==> src/rtl/calc_seq_pkg.sv <==
// calc_seq_pkg: shared states, widths and word packing for calc_operand_sequencer
package calc_seq_pkg;
  localparam int DW = 3;
  localparam int OPW = 2;
  typedef enum logic [2:0] {
    S_A    = 3'd0,
    S_B    = 3'd1,
    S_OP   = 3'd2,
    S_EXEC = 3'd3,
    S_HOLD = 3'd4
  } state_t;
  function automatic logic [2*DW+OPW-1:0] pack_calc_word(
    input logic [OPW-1:0] op,
    input logic [DW-1:0]  b,
    input logic [DW-1:0]  a
  );
    return {op, b, a};
  endfunction
endpackage

==> src/rtl/calc_seq_sync.sv <==
// calc_seq_sync: 2-flop strobe synchroniser with one-cycle rising-edge pulse
module calc_seq_sync (
  input  logic clk,
  input  logic rst,
  input  logic in_stb,
  output logic stb_pulse
);
  logic s1, s2, s3;
  always_ff @(posedge clk or posedge rst) begin
    if (rst) {s1, s2, s3} <= 3'b000;
    else     {s1, s2, s3} <= {in_stb, s1, s2};
  end
  assign stb_pulse = s2 & ~s3;
endmodule

==> src/rtl/calc_operand_sequencer.sv <==
// calc_operand_sequencer: strobed A/B/opcode entry, calculator drive and held result (CALC_SEQ_ACC_EN enables accumulator feedback)
module calc_operand_sequencer
  import calc_seq_pkg::*;
#(
  parameter int DW       = calc_seq_pkg::DW,
  parameter int OPW      = calc_seq_pkg::OPW,
  parameter int EXEC_CYC = 1
) (
  input  logic       clk,
  input  logic       rst,
  input  logic [7:0] in_data,
  input  logic       in_stb,
  output logic       in_ready,
  output logic [7:0] calc_in,
  input  logic [7:0] calc_out,
  output logic [7:0] res_data,
  output logic       res_valid,
  input  logic       res_ack,
  output logic [2:0] state_o
);
  state_t         state;
  logic [DW-1:0]  a, b;
  logic [OPW-1:0] op;
  logic [2:0]     cnt;
  logic           stb;
  logic           unused_bits;
  calc_seq_sync u_sync (
    .clk       (clk),
    .rst       (rst),
    .in_stb    (in_stb),
    .stb_pulse (stb)
  );
  assign calc_in     = pack_calc_word(op, b, a);
  assign state_o     = state;
  assign unused_bits = ^in_data[7:DW];
  always_ff @(posedge clk or posedge rst) begin
    if (rst) begin
      state     <= S_A;
      a         <= '0;
      b         <= '0;
      op        <= '0;
      cnt       <= '0;
      res_data  <= 8'h00;
      res_valid <= 1'b0;
      in_ready  <= 1'b1;
    end else begin
      case (state)
        S_A: if (stb) begin
          a     <= in_data[DW-1:0];
          state <= S_B;
        end
        S_B: if (stb) begin
          b     <= in_data[DW-1:0];
          state <= S_OP;
        end
        S_OP: if (stb) begin
          op       <= in_data[OPW-1:0];
          cnt      <= 3'(EXEC_CYC);
          in_ready <= 1'b0;
          state    <= S_EXEC;
        end
        S_EXEC: if (cnt == 3'd1) begin
          res_data  <= calc_out;
          res_valid <= 1'b1;
          state     <= S_HOLD;
        end else begin
          cnt <= cnt - 3'd1;
        end
        S_HOLD: if (res_ack) begin
          res_valid <= 1'b0;
          in_ready  <= 1'b1;
`ifdef CALC_SEQ_ACC_EN
          a         <= res_data[DW-1:0];
          state     <= S_B;
`else
          state     <= S_A;
`endif
        end
        default: begin
          state     <= S_A;
          res_valid <= 1'b0;
          in_ready  <= 1'b1;
        end
      endcase
    end
  end
endmodule

==> config.mk <==
export PLATFORM = sky130hd
export DESIGN_NAME = calc_operand_sequencer
export DESIGN_NICKNAME = d
export VERILOG_FILES = /design/src/rtl/calc_seq_pkg.sv /design/src/rtl/calc_seq_sync.sv /design/src/rtl/calc_operand_sequencer.sv
export SDC_FILE = /design/constraint.sdc
export NUM_CORES = 1
export LEC_CHECK = 0
export BUFFER_PORTS_ARGS = -buffer_cell sky130_fd_sc_hd__buf_4
export CAP_MARGIN = 40
export CORE_MARGIN = 2
export CORE_UTILIZATION = 52
export DETAILED_ROUTE_END_ITERATION = 10
export PLACE_DENSITY = 0.83
export SLEW_MARGIN = 20
export SYNTH_ARGS = -nofsm -noshare
export SYNTH_HDL_FRONTEND = slang
export SYNTH_SLANG_ARGS = --single-unit
==> constraint.sdc <==
create_clock -name clk -period 3.85 [get_ports clk]
set_input_delay 0.77 -clock clk [delete_from_list [all_inputs] [get_ports clk]]
set_output_delay 0.77 -clock clk [all_outputs]
set_load 0.05 [all_outputs]
Word-level counts from Yosys, hierarchy flattened --
Cells that the tools add are included.
Operators by class: add/sub/neg operators 1, multipliers 0, divide/modulo/power cells 0, $lt $le $gt $ge 0, equal/unequal tests 11, shift-type cells 0, mux-type cells 14, bitwise logic cells 4, reduce and logical (&&, ||, !) cells 12
Operators by type and width (count):
- 3-bit 2-to-1 mux | 6
- 3-bit case mux with 5 select lines | 1
- 2-bit inequality test, second input constant | 6
- 3-bit AND reduction | 3
- 2-bit AND reduction | 4
- 3-bit by 1-bit equality test with 1-bit output, second input constant | 2
- 3-bit by 2-bit equality test with 1-bit output, second input constant | 2
- 1-bit case mux with 3 select lines | 2
- 3-bit case mux with 2 select lines | 1
- 3-bit OR reduction | 2
- 5-bit AND reduction | 1
- 1-bit 2-to-1 mux | 4
- 3-bit equality test, second input constant | 1
- 3-bit zero test | 1
- 1-bit NOT | 3
- 3-bit by 1-bit subtractor with 3-bit output, second input constant | 1
- 2-bit nonzero test | 1
- 1-bit bitwise AND | 1
Word-level totals: bits in registers 27, bits in latches 0, bits in writable memories 0, ROM bits 0, input port bits 20, output and inout bits 21, logic and storage cells 53, memories 0

Depth between registers and ports, before layout --
word-level depth 4, depth in mapped cells 6, gate-level depth less buffers 5

Cells and area by module --
Synthesis repeated with hierarchy kept, for this count alone.
Unflattened totals: cells, all modules 90, area, all modules 1161.1 µm²
Modules (own cells, without submodules):
- calc_operand_sequencer | times used 1, cells an instance 85, area an instance 1068.5 µm², seq. area each 601.8 µm²
- calc_seq_sync | times used 1, cells an instance 5, area an instance 92.6 µm², seq. area each 75.1 µm²

Worst setup path after synthesis --
OpenSTA, ideal clock, no wires.
path type register -> register, from register state[2], in the netlist state_o[2], to register b[0], setup time 125 ps, arrival 1632 ps, data required time 3725 ps, path slack 2093 ps, stages on the path, launching flop included 4, buffers on the path 1, period minus slack after synthesis 1757 ps, cells stage by stage dfrtp_1 -> buf_6 -> or4b_4 -> mux2_4
On the way: cells in the longest elaborated chain, start to end 2
RTL lines:
- start: declaration | line calc_operand_sequencer.sv:21 | state_t state;
- start signal: assignment | line calc_operand_sequencer.sv:38 | state <= S_A;
- start signal: assignment | line calc_operand_sequencer.sv:50 | state <= S_B;
- start signal: assignment | line calc_operand_sequencer.sv:54 | state <= S_OP;
- 3-bit by 1-bit equality test with 1-bit output | line calc_operand_sequencer.sv:47 | case (state)
- 2-bit AND reduction (no source line)
- end signal: assignment | line calc_operand_sequencer.sv:53 | b <= in_data[DW-1:0];
- end: declaration | line calc_operand_sequencer.sv:22 | logic [DW-1:0] a, b;
Every way passes these cells. A chain may end at the register's enable or synchronous reset.

Final worst setup path --
from register state[0], in the netlist state_o[0], to output state_o[0]
RTL lines:
- end: declaration | line calc_operand_sequencer.sv:19 | output logic [2:0] state_o
No word-level cell between the ends.

==> out/metrics.yaml <==
status: "complete, no violations"
synth_ff_type: "dfrtp_1"
synthToLayoutAreaGrowth_pct: 27.77
rows: 17
ctsResizeCount: 0
drt_iter0_markers: 3
gp_congestion: 0.6777
wl_per_cell_um: 14.29
drv_cap: 0
drv_slew: 0
synthCells: 86
final_nets: 147
final_cell_count_no_fill: 152
hold_viol: 0
async_reset_ff_share_pct: 100.0
dr_total_vias: 816
grt_antenna_before_repair: 0
critical_path.n_buffers_inverters: 1
ys_ff_latch: 27
period_needed_ns: 2.004
port_buffers: 35
drive_above_1_share_pct: 48.39
synth_seq_area_share_pct: 57.55
synth.distinct_cells: 36
die-area_um2: 2658
synth_edf_count: 0
placedCellCount: 148
synth_area_um2: 1176
fmax_mhz: 499.0
grt_max_degree: 17
ctsRootBufferMaster: "clkbuf_4"
tritoncts: "yes"
end_kind: "output pin"
layout_common_cells: "buf_4, dfrtp_1, mux2_2"
core_area_um2: 2170
max_slew_margin_pct: 60.11
n_antenna_cell: 0
die_width_um: 51.56
setup.worst_path.class: "register to output pin"
clk_pin_slew_ns: 0.14
path_max_fanout: 15
ys_warn_count: 0
routed_via_density: 5.368
start_util_pct: 54.21
pin_count: 41
period_share_pct: 52.06
grt_remaining_overflow: 0
hp-class: "register to register"
cts_buffers: 3
setup_viol: 0
finClkSkew_ns: 0.006812
first_global_vias: 834
cts.path.max_buffers: 2
clk_latency_ns: 0.31
grt_usage_pct: 18.55
htreeDepth: 1
first_pass_iters: 3
worstMarginPinSlew_ns: 0.5978
cts_hold_buffers: 0
cts_setup_buffers: 0
cp_cell_sequence: "buf_4"
fillers: 170
ant_nets: 0
fin_tns_setup_ns: 0
drc: 0
avgSynthCellArea_um2: 13.68
worst_ep_required_time_ns: 3.08
die_h_um: 51.56
critPathArrivalTime_ns: 1.23
synth_fp_nets: 108
critPathLaunchType: "register"
rsz0062_at_grt: "false"
crit_family: "flip-flops"
layout_commonest_cell: "buf_4"
cpPeakStageDelay_ns: 0.64
slowest_stage: "dfrtp_1"
grt_pass1_wl_um: 3629
place_hpwl_um: 1664
wirelength_um: 2172
clock-sinks: 27
## metrics by stage
| step | setup slack, ns | hold slack [ns] | util, % | instance area (µm²) |
|---|---|---|---|---|
| finish | 1.846 | 0.3771 | 69.26 | 1503 |
| global route | 1.802 | 0.3916 | 69.26 | 1503 |
| CTS | 1.849 | 0.3813 | 69.26 | 1503 |
| detailed placement | 2.136 | 0.3504 | 68.05 | 1476 |
| global placement | 2.171 | 0.3349 | 67.36 | 1461 |
| floorplan | 2.093 | 0.3312 | - | 1176 |
## final cells by class
type / count / area, µm² / area share (%)
clock buffers: 4 / 26.28 / 1.749
inverters: 4 / 15.01 / 0.9992
multi-input cells: 52 / 464.2 / 30.89
flip-flops and latches: 27 / 676.9 / 45.05
well taps: 28 / 35.03 / 2.331
repair buffers: 37 / 285.3 / 18.98
## final timing paths
kind	slack [ns]	from	depth (start not counted)	endpoint
max in group asynchronous	2.86	rst	3	op[0]
hold / removal	0.38	u_sync.s1	0	u_sync.s2
setup reg to reg	2.11	cnt[1]	6	res_data[5]
hold reg to reg	0.38	u_sync.s1	0	u_sync.s2
min in group asynchronous	0.51	rst	2	u_sync.s3
setup / recovery	1.85	state_o[0]	1	state_o[0]
## registers in the layout, indices dropped and copies added (netlist names)
register and cells:
state_o 3, res_data 8, a 3, u_sync.s3 1, cnt 3, b 3, u_sync.s1 1, in_ready 1
u_sync.s2 1, res_valid 1, op 2
## synth_stat cells (all sizes together), types with 2 or more instances
master / number / area (µm²)
ha: 2 / 25.02
nor2: 3 / 11.26
nand2b: 2 / 20.02
a21o: 2 / 16.27
inv: 4 / 15.01
dfrtp: 26 / 650.6
a21oi: 2 / 10.01
buf: 2 / 16.26
nor3b: 3 / 22.52
a211oi: 2 / 15.01
mux2: 16 / 191.4
nand2: 2 / 7.510
nor2b: 2 / 12.51
## logic make-up (layout without fill, tap and decap cells)
| logic type | Yosys count | in the layout | share of synthesized area [%] |
|---|---|---|---|
| adders and majority gates | 2 | 2 | 2.127 |
| and+or+nand+nor | 23 | 23 | 14.15 |
| muxes | 16 | 16 | 16.28 |
| buffers and inverters | 7 | 45 | 2.978 |
| AOI/OAI and AO/OA | 11 | 11 | 6.915 |
| DFF | 27 | 27 | 57.55 |
## per-layer routing
layer / vias to the layer above / GRT usage, % / wire (µm)
met2: 29 / 34.62 / 1141
met5: - / 0 / 0
met3: 2 / 2.586 / 115
met1: 398 / 21.55 / 902
li1: 387 / - / -
met4: 0 / 6.579 / 12
Power is left out: the tool's default activity adds up to more than one toggle a clock period on the data nets, which glitch-free logic cannot reach.
